[src/rtl/config_chain_loader.sv]
// Word-to-serial loader for the PE configuration scan chain.
// Shifts host words LSB first and collects the bits leaving the chain as read-back words.
module config_chain_loader #(
    parameter int WORD_W = 32,
    parameter int LEN_W  = 16
) (
    input  logic              clk,
    input  logic              reset,
    input  logic              start,
    input  logic [LEN_W-1:0]  chain_len,
    input  logic              in_valid,
    output logic              in_ready,
    input  logic [WORD_W-1:0] in_data,
    output logic              config_clk,
    output logic              config_reset,
    output logic              config_in,
    input  logic              config_out,
    output logic              rb_valid,
    output logic [WORD_W-1:0] rb_data,
    output logic              busy,
    output logic              done
);

    localparam int IDX_W = (WORD_W > 1) ? $clog2(WORD_W) : 1;
    localparam logic [IDX_W-1:0] IDX_LAST = IDX_W'(WORD_W - 1);
    localparam logic [LEN_W-1:0] LEN_ONE  = LEN_W'(1);

    typedef enum logic [2:0] {
        IDLE, CRST, FETCH, SHL, SHH, FIN
    } state_e;

    state_e            state_q, state_d;
    logic              crst_q, crst_d;
    logic [LEN_W-1:0]  rem_q, rem_d;
    logic [IDX_W-1:0]  idx_q, idx_d;
    logic [WORD_W-1:0] sreg_q, sreg_d;
    logic [WORD_W-1:0] rbuf_q, rbuf_d;

    logic              in_ready_q, in_ready_d;
    logic              config_clk_q, config_clk_d;
    logic              config_reset_q, config_reset_d;
    logic              config_in_q, config_in_d;
    logic              rb_valid_q, rb_valid_d;
    logic [WORD_W-1:0] rb_data_q, rb_data_d;
    logic              busy_q, busy_d;
    logic              done_q, done_d;
    logic              word_end;

    always_ff @(posedge clk or posedge reset) begin
        if (reset) begin
            state_q        <= IDLE;
            crst_q         <= 1'b0;
            rem_q          <= '0;
            idx_q          <= '0;
            sreg_q         <= '0;
            rbuf_q         <= '0;
            in_ready_q     <= 1'b0;
            config_clk_q   <= 1'b0;
            config_reset_q <= 1'b0;
            config_in_q    <= 1'b0;
            rb_valid_q     <= 1'b0;
            rb_data_q      <= '0;
            busy_q         <= 1'b0;
            done_q         <= 1'b0;
        end else begin
            state_q        <= state_d;
            crst_q         <= crst_d;
            rem_q          <= rem_d;
            idx_q          <= idx_d;
            sreg_q         <= sreg_d;
            rbuf_q         <= rbuf_d;
            in_ready_q     <= in_ready_d;
            config_clk_q   <= config_clk_d;
            config_reset_q <= config_reset_d;
            config_in_q    <= config_in_d;
            rb_valid_q     <= rb_valid_d;
            rb_data_q      <= rb_data_d;
            busy_q         <= busy_d;
            done_q         <= done_d;
        end
    end

    always_comb begin
        state_d = state_q;
        crst_d  = crst_q;
        rem_d   = rem_q;
        idx_d   = idx_q;
        sreg_d  = sreg_q;
        rbuf_d  = rbuf_q;
        unique case (state_q)
            IDLE: begin
                if (start) begin
                    rem_d   = chain_len;
                    crst_d  = 1'b0;
                    state_d = CRST;
                end
            end
            CRST: begin
                if (crst_q) begin
                    state_d = (rem_q == '0) ? FIN : FETCH;
                end else begin
                    crst_d = 1'b1;
                end
            end
            FETCH: begin
                if (in_valid) begin
                    sreg_d  = in_data;
                    idx_d   = '0;
                    rbuf_d  = '0;
                    state_d = SHL;
                end
            end
            SHL: begin
                rbuf_d[idx_q] = config_out;
                state_d       = SHH;
            end
            SHH: begin
                rem_d = rem_q - LEN_ONE;
                idx_d = idx_q + IDX_W'(1);
                if (rem_q == LEN_ONE) begin
                    state_d = FIN;
                end else if (idx_q == IDX_LAST) begin
                    idx_d   = '0;
                    state_d = FETCH;
                end else begin
                    state_d = SHL;
                end
            end
            FIN: state_d = IDLE;
            default: state_d = IDLE;
        endcase
    end

    // Outputs are computed from the next state so they register in step with it.
    always_comb begin
        in_ready_d     = (state_d == FETCH);
        config_clk_d   = (state_d == SHH);
        config_reset_d = (state_d == CRST);
        busy_d         = (state_d != IDLE);
        done_d         = (state_d == FIN);
        word_end       = (state_q == SHH) &&
                         ((rem_q == LEN_ONE) || (idx_q == IDX_LAST));
        rb_valid_d     = word_end;
        rb_data_d      = word_end ? rbuf_q : rb_data_q;
        config_in_d    = 1'b0;
        if (state_d == SHL) begin
            config_in_d = sreg_d[idx_d];
        end else if (state_d == SHH) begin
            config_in_d = config_in_q;
        end
    end

    assign in_ready     = in_ready_q;
    assign config_clk   = config_clk_q;
    assign config_reset = config_reset_q;
    assign config_in    = config_in_q;
    assign rb_valid     = rb_valid_q;
    assign rb_data      = rb_data_q;
    assign busy         = busy_q;
    assign done         = done_q;

endmodule

[config.mk]
export PLATFORM = sky130hd
export DESIGN_NAME = config_chain_loader
export DESIGN_NICKNAME = d
export VERILOG_FILES = /design/src/rtl/config_chain_loader.sv
export SDC_FILE = /design/constraint.sdc
export NUM_CORES = 1
export LEC_CHECK = 0
export CAP_MARGIN = 20
export CORE_AREA = 2 2 145 147
export DETAILED_ROUTE_END_ITERATION = 12
export DIE_AREA = 0 0 147 149
export SLEW_MARGIN = 25
export SYNTH_ARGS = -nofsm -noshare
export SYNTH_HDL_FRONTEND = slang
export SYNTH_SLANG_ARGS = --single-unit
[constraint.sdc]
create_clock -name clk -period 9.5 [get_ports clk]
set_input_delay 1.9 -clock clk [delete_from_list [all_inputs] [get_ports clk]]
set_output_delay 1.9 -clock clk [all_outputs]
set_load 0.005 [all_outputs]
==> flow_results.org <==
** Layout
- The area growth from synthesis to layout is 30.05%.
- Diodes inserted :: 0
- The count of cells in the finished layout, fillers not included, comes to 918.
- Share of final-layout standard cells stronger than drive strength 1 :: 0.1571
- Summing all non-filler instances in the final layout gives an area of between 7000 and 8000 sq um.
- At the end of the flow, the number of nets in the layout was 691.

** Die
- Number of standard-cell rows in the floorplan :: 53
- Initial Utilization :: 0.2918
- I/O pin count :: 92
- Die Span X :: between 100 and 150 um
- Y dimension of the die :: approximately 150 um
- Core area :: a little over 20000 sq um
- Total die area :: 21900 sq um

** Synth
- Of all flip-flops after synthesis, the portion carrying an async set or reset was 1.000.
- Among all flip-flop cells after synthesis, the most frequent one is dfrtp_1.
- Yosys mapped a number of flops with a built-in enable equal to 0.
- Synthesis inferred 128 register bits.
- Synthesized net count :: roughly 610
- The cell area that synthesis handed to floorplanning was around 6000 sq um.
- In this run the mean area of a mapped cell was between 10 and 15 sq um.
- Synthesized instance count :: approximately 550
- Yosys Warn Count :: 0
- Number of different library cells in the post-synthesis netlist :: 63
- For this run, the register share of the synthesized area comes to 0.5339.

** Placement
- Once placement completed, the tool counted placed cells totaling 886.
- Post-placement cell area :: ~7000 sq um
- In this run the tool buffered the top-level ports with between 90 and 100 buffer cells.
- Once detailed placement completed, the half-perimeter wirelength came to 9637 um.
- Routability congestion estimate from global placement :: 0.7607

** Pwr
- Internal :: around 1400 uW
- Sw Ratio :: 0.3310
- Total leakage power :: 0.003356 uW
- Of the total power, combinational logic draws 0.291.
- IR analysis of the VDD net gives a maximum drop of 108.7 uV.
- Psw :: 701.6 uW
- Sequential fraction of design power :: 0.383
- The share of total power dissipated in the clock network is 0.326.
- Dividing total power by cell area gives a power density of 271.6 nW/um^2.

** CTS
- The number of setup buffers added after CTS is 0.
- Hold buffer count at cts :: 0
- For this design, the sink count on the clock tree is between 100 and 150.
- CTS H-tree lvls :: 4
- Clk Tree Root Cell :: clkbuf_16
- At the later pin of the worst-skew pair, clock insertion delay measures 420 ps.
- TritonCTS built the clock tree.
- Number of buffers added by the clock tree synthesis step :: 17
- Resized Gates After CTS :: 0
- Number of buffers on the longest clock path :: 2
- Clk slew on worst S/H paths :: approximately 60 ps

** Setup path
- STA classifies the critical path startpoint as a primary input.
- Delay of the slowest cell on the worst path :: roughly 500 ps
- In this run the number of cells on the critical path is 11.
- Crit path top cell by count :: a211oi_1
- Critical setup path kind :: primary input to flip-flop
- The largest individual stage delay along the critical path comes from the cell o31a_1.
- Ordered cell list for the critical path :: clkdlybuf4s50_1 -> nor4bb_4 -> buf_4 -> o31a_1 -> inv_2 -> nand2b_1 -> a211oi_1 -> o21a_1 -> a31o_2 -> a211oi_1 -> a211o_1
- Data on the critical path is required at its endpoint by 9860 ps.
- Together, buffers and inverters on the worst path number 3.
- Flop2flop setup slack :: around 6100 ps
- Logic depth of the worst register-to-register path :: 8
- Crit Path Max Fanout :: 35
- Crit path DAT :: 4690 ps
- The kind of cell with the highest combined delay along the critical path is compound AO/OA/AOI/OAI gates.
- Startpoint of the lowest-slack register-to-register path :: state_q[2]$_DFF_PP0_
- Sort of element at the end of the critical path :: flip-flop
- Worst flop-to-flop path endpoint :: config_in$_DFFE_PP0P_

** STA
- Ratio of final minimum period to clock period :: 0.4563
- After routing, the total negative slack on setup checks comes to 0 ps.
- Measured against its own limit, the worst slew margin works out to 0.3655.
- Timing would allow up to around 230 MHz.
- Setup repair after global routing left no endpoint under its margin.
- Final-report hold violation count :: 0
- Setup-failing EPs final :: 0
- Largest clock skew in the final design :: 10.29 ps
- Tmin final :: around 4300 ps
- Slew Limit Fails :: 0
- Slew of the pin with the lowest slew margin :: around 950 ps

** Global route
- Number of antenna violations at the first check in global routing :: 0
- Across every metal layer, demand over resource in global routing totals 0.1357.
- Global-route wire length before repair :: about 24000 um
- GRT overflow :: 0
- Entering global routing, the biggest net connects 69 pins.
- Vias in the first global route :: between 4000 and 5000

** Route
- Summing over every cut layer, the via total after detailed routing is ~4500.
- DRC violation total after the first TritonRoute iteration :: 275
- In the routed design, unresolved DRC markers number 0.
- Avg WL per Cell :: 15.37 um
- The routed design has 14110 um of wire.
- Via-per-instance ratio :: between 4 and 5
- In this run the remaining antenna-violating nets after routing total 0.
- Initial DRT Pass Iterations :: 4

** Status
- Result of the run :: finished, final reports clean

** Min path
- Worst Hold End :: sreg_q[5]$_DFF_PP0_
- The path class of the tightest hold or removal check is flip-flop to flip-flop.
- Hold path depth :: 2
- The startpoint identified for the worst hold timing path is sreg_q[5]$_DFF_PP0_.

** Job
- Across the run, the number of max-cap violations was 0.
[area by class of cell]
type,instances,area (sq um)
clock inverters,12,182.7
clock buffers,20,446.7
well taps,275,344.1
inverters,12,47.55
fillers,2047,12750
repair buffers,97,955.9
multi-input cells,374,2623
flip-flops and latches,128,3203
[synthesized netlist by cell type (2+ instances only)]
cell	n	share of area
o21bai_1	2	0.0025
o21ai_0	14	0.012
ha_1	8	0.017
o211ai_1	38	0.048
nor4_1	3	0.0031
a211o_1	2	0.0029
inv_1	11	0.0069
o22a_1	6	0.0088
or3_1	3	0.0031
buf_1	5	0.0031
nand3_1	13	0.011
nor3b_1	2	0.0025
mux4_2	3	0.011
a211oi_1	4	0.0050
a21oi_1	14	0.012
o31ai_1	31	0.039
o22a_2	4	0.0067
dfrtp_1	128	0.53
and3_1	2	0.0021
nand2_1	87	0.054
and2_1	2	0.0021
nand3b_1	3	0.0038
clkbuf_1	31	0.019
nand4_1	3	0.0031
o311ai_0	3	0.0044
mux2_2	44	0.083
o22ai_1	11	0.011
nor2_1	20	0.013
nor3_1	8	0.0067
nand2b_1	10	0.010
nor2b_1	2	0.0021
mux2i_1	3	0.0050
xor2_1	2	0.0029
[tightest hold or removal path: stages (launching register included)]
cell	delay, ps
dfrtp_1	320
nand2_1	40
nand2_1	70
[state kept, by name, indices dropped and copies added, names as in the netlist, 3 cells and up]
signal and cells:
rem_q 16, sreg_q 32, rb_data 32, state_q 3, rbuf_q 32, idx_q 5
[cells in the final DEF (no fill, tap or decap), types with 4 or more instances in the layout]
cell type          n
a211oi_1           4
a21oi_1           14
buf_4              6
bufinv_16          4
clkbuf_16         17
clkdlybuf4s50_1   91
dfrtp_1          128
ha_1               8
inv_1             10
mux2_2            44
nand2_1           87
nand2b_1          10
nand3_1           13
nor2_1            19
nor3_1             8
o211ai_1          38
o21ai_0           14
o22a_1             6
o22a_2             4
o22ai_1           11
o31ai_1           31
[stage by stage]
step / utilization / setup slack (ps) / hold WS (ps) / power [uW]
floorplan: - / 4187 / 433.3 / 1258
global placement: 0.3489 / 4791 / 455.0 / 1430
detailed placement: 0.3489 / 4695 / 457.7 / 1444
CTS: 0.3796 / 5134 / 471.4 / 2143
global route: 0.3796 / 4817 / 502.3 / 2261
finish: 0.3796 / 5165 / 471.6 / 2120
[routing by layer]
layer | routed length [um] | share of wire | up-vias | global-route usage
met2 | 6732 | 0.48 | 80 | 0.2209
met5 | 0 | 0 | - | 0
li1 | - | - | 2202 | -
met3 | 475 | 0.034 | 14 | 0.03119
met4 | 192 | 0.014 | 0 | 0.04760
met1 | 6708 | 0.48 | 2162 | 0.1789
[how the worst max path moves through the flow]
| stage | from | to | slack (ps) |
|---|---|---|---|
| after floorplan | reset | busy$_DFF_PP0_ | 4190 |
| after global placement | in_valid | config_in$_DFFE_PP0P_ | 4790 |
| after detailed placement | in_valid | config_in$_DFFE_PP0P_ | 4700 |
| after CTS | in_valid | config_in$_DFFE_PP0P_ | 5130 |
| after global routing | in_valid | config_in$_DFFE_PP0P_ | 4820 |
| final | in_valid | config_in$_DFFE_PP0P_ | 5170 |
[logic make-up after synthesis]
kind of cell,Yosys count,share of synthesized area
simple gates,171,0.1387
fa+ha+maj,8,0.01668
buf+inv,50,0.03274
compound gates,142,0.1719
xor+xnor,2,0.002920
mux,51,0.1032
flops,128,0.5339
[power by group through the flow]
| stage | Combinational, uW | Sequential (uW) | Clock, uW |
|---|---|---|---|
| detailed placement | 622 | 821 | 0 |
| global placement | 614 | 817 | 0 |
| global route | 697 | 833 | 731 |
| floorplan | 494 | 764 | 0 |
| CTS | 627 | 812 | 705 |
| finish | 617 | 811 | 691 |
Note: power is estimated with default switching activity, not from simulation.
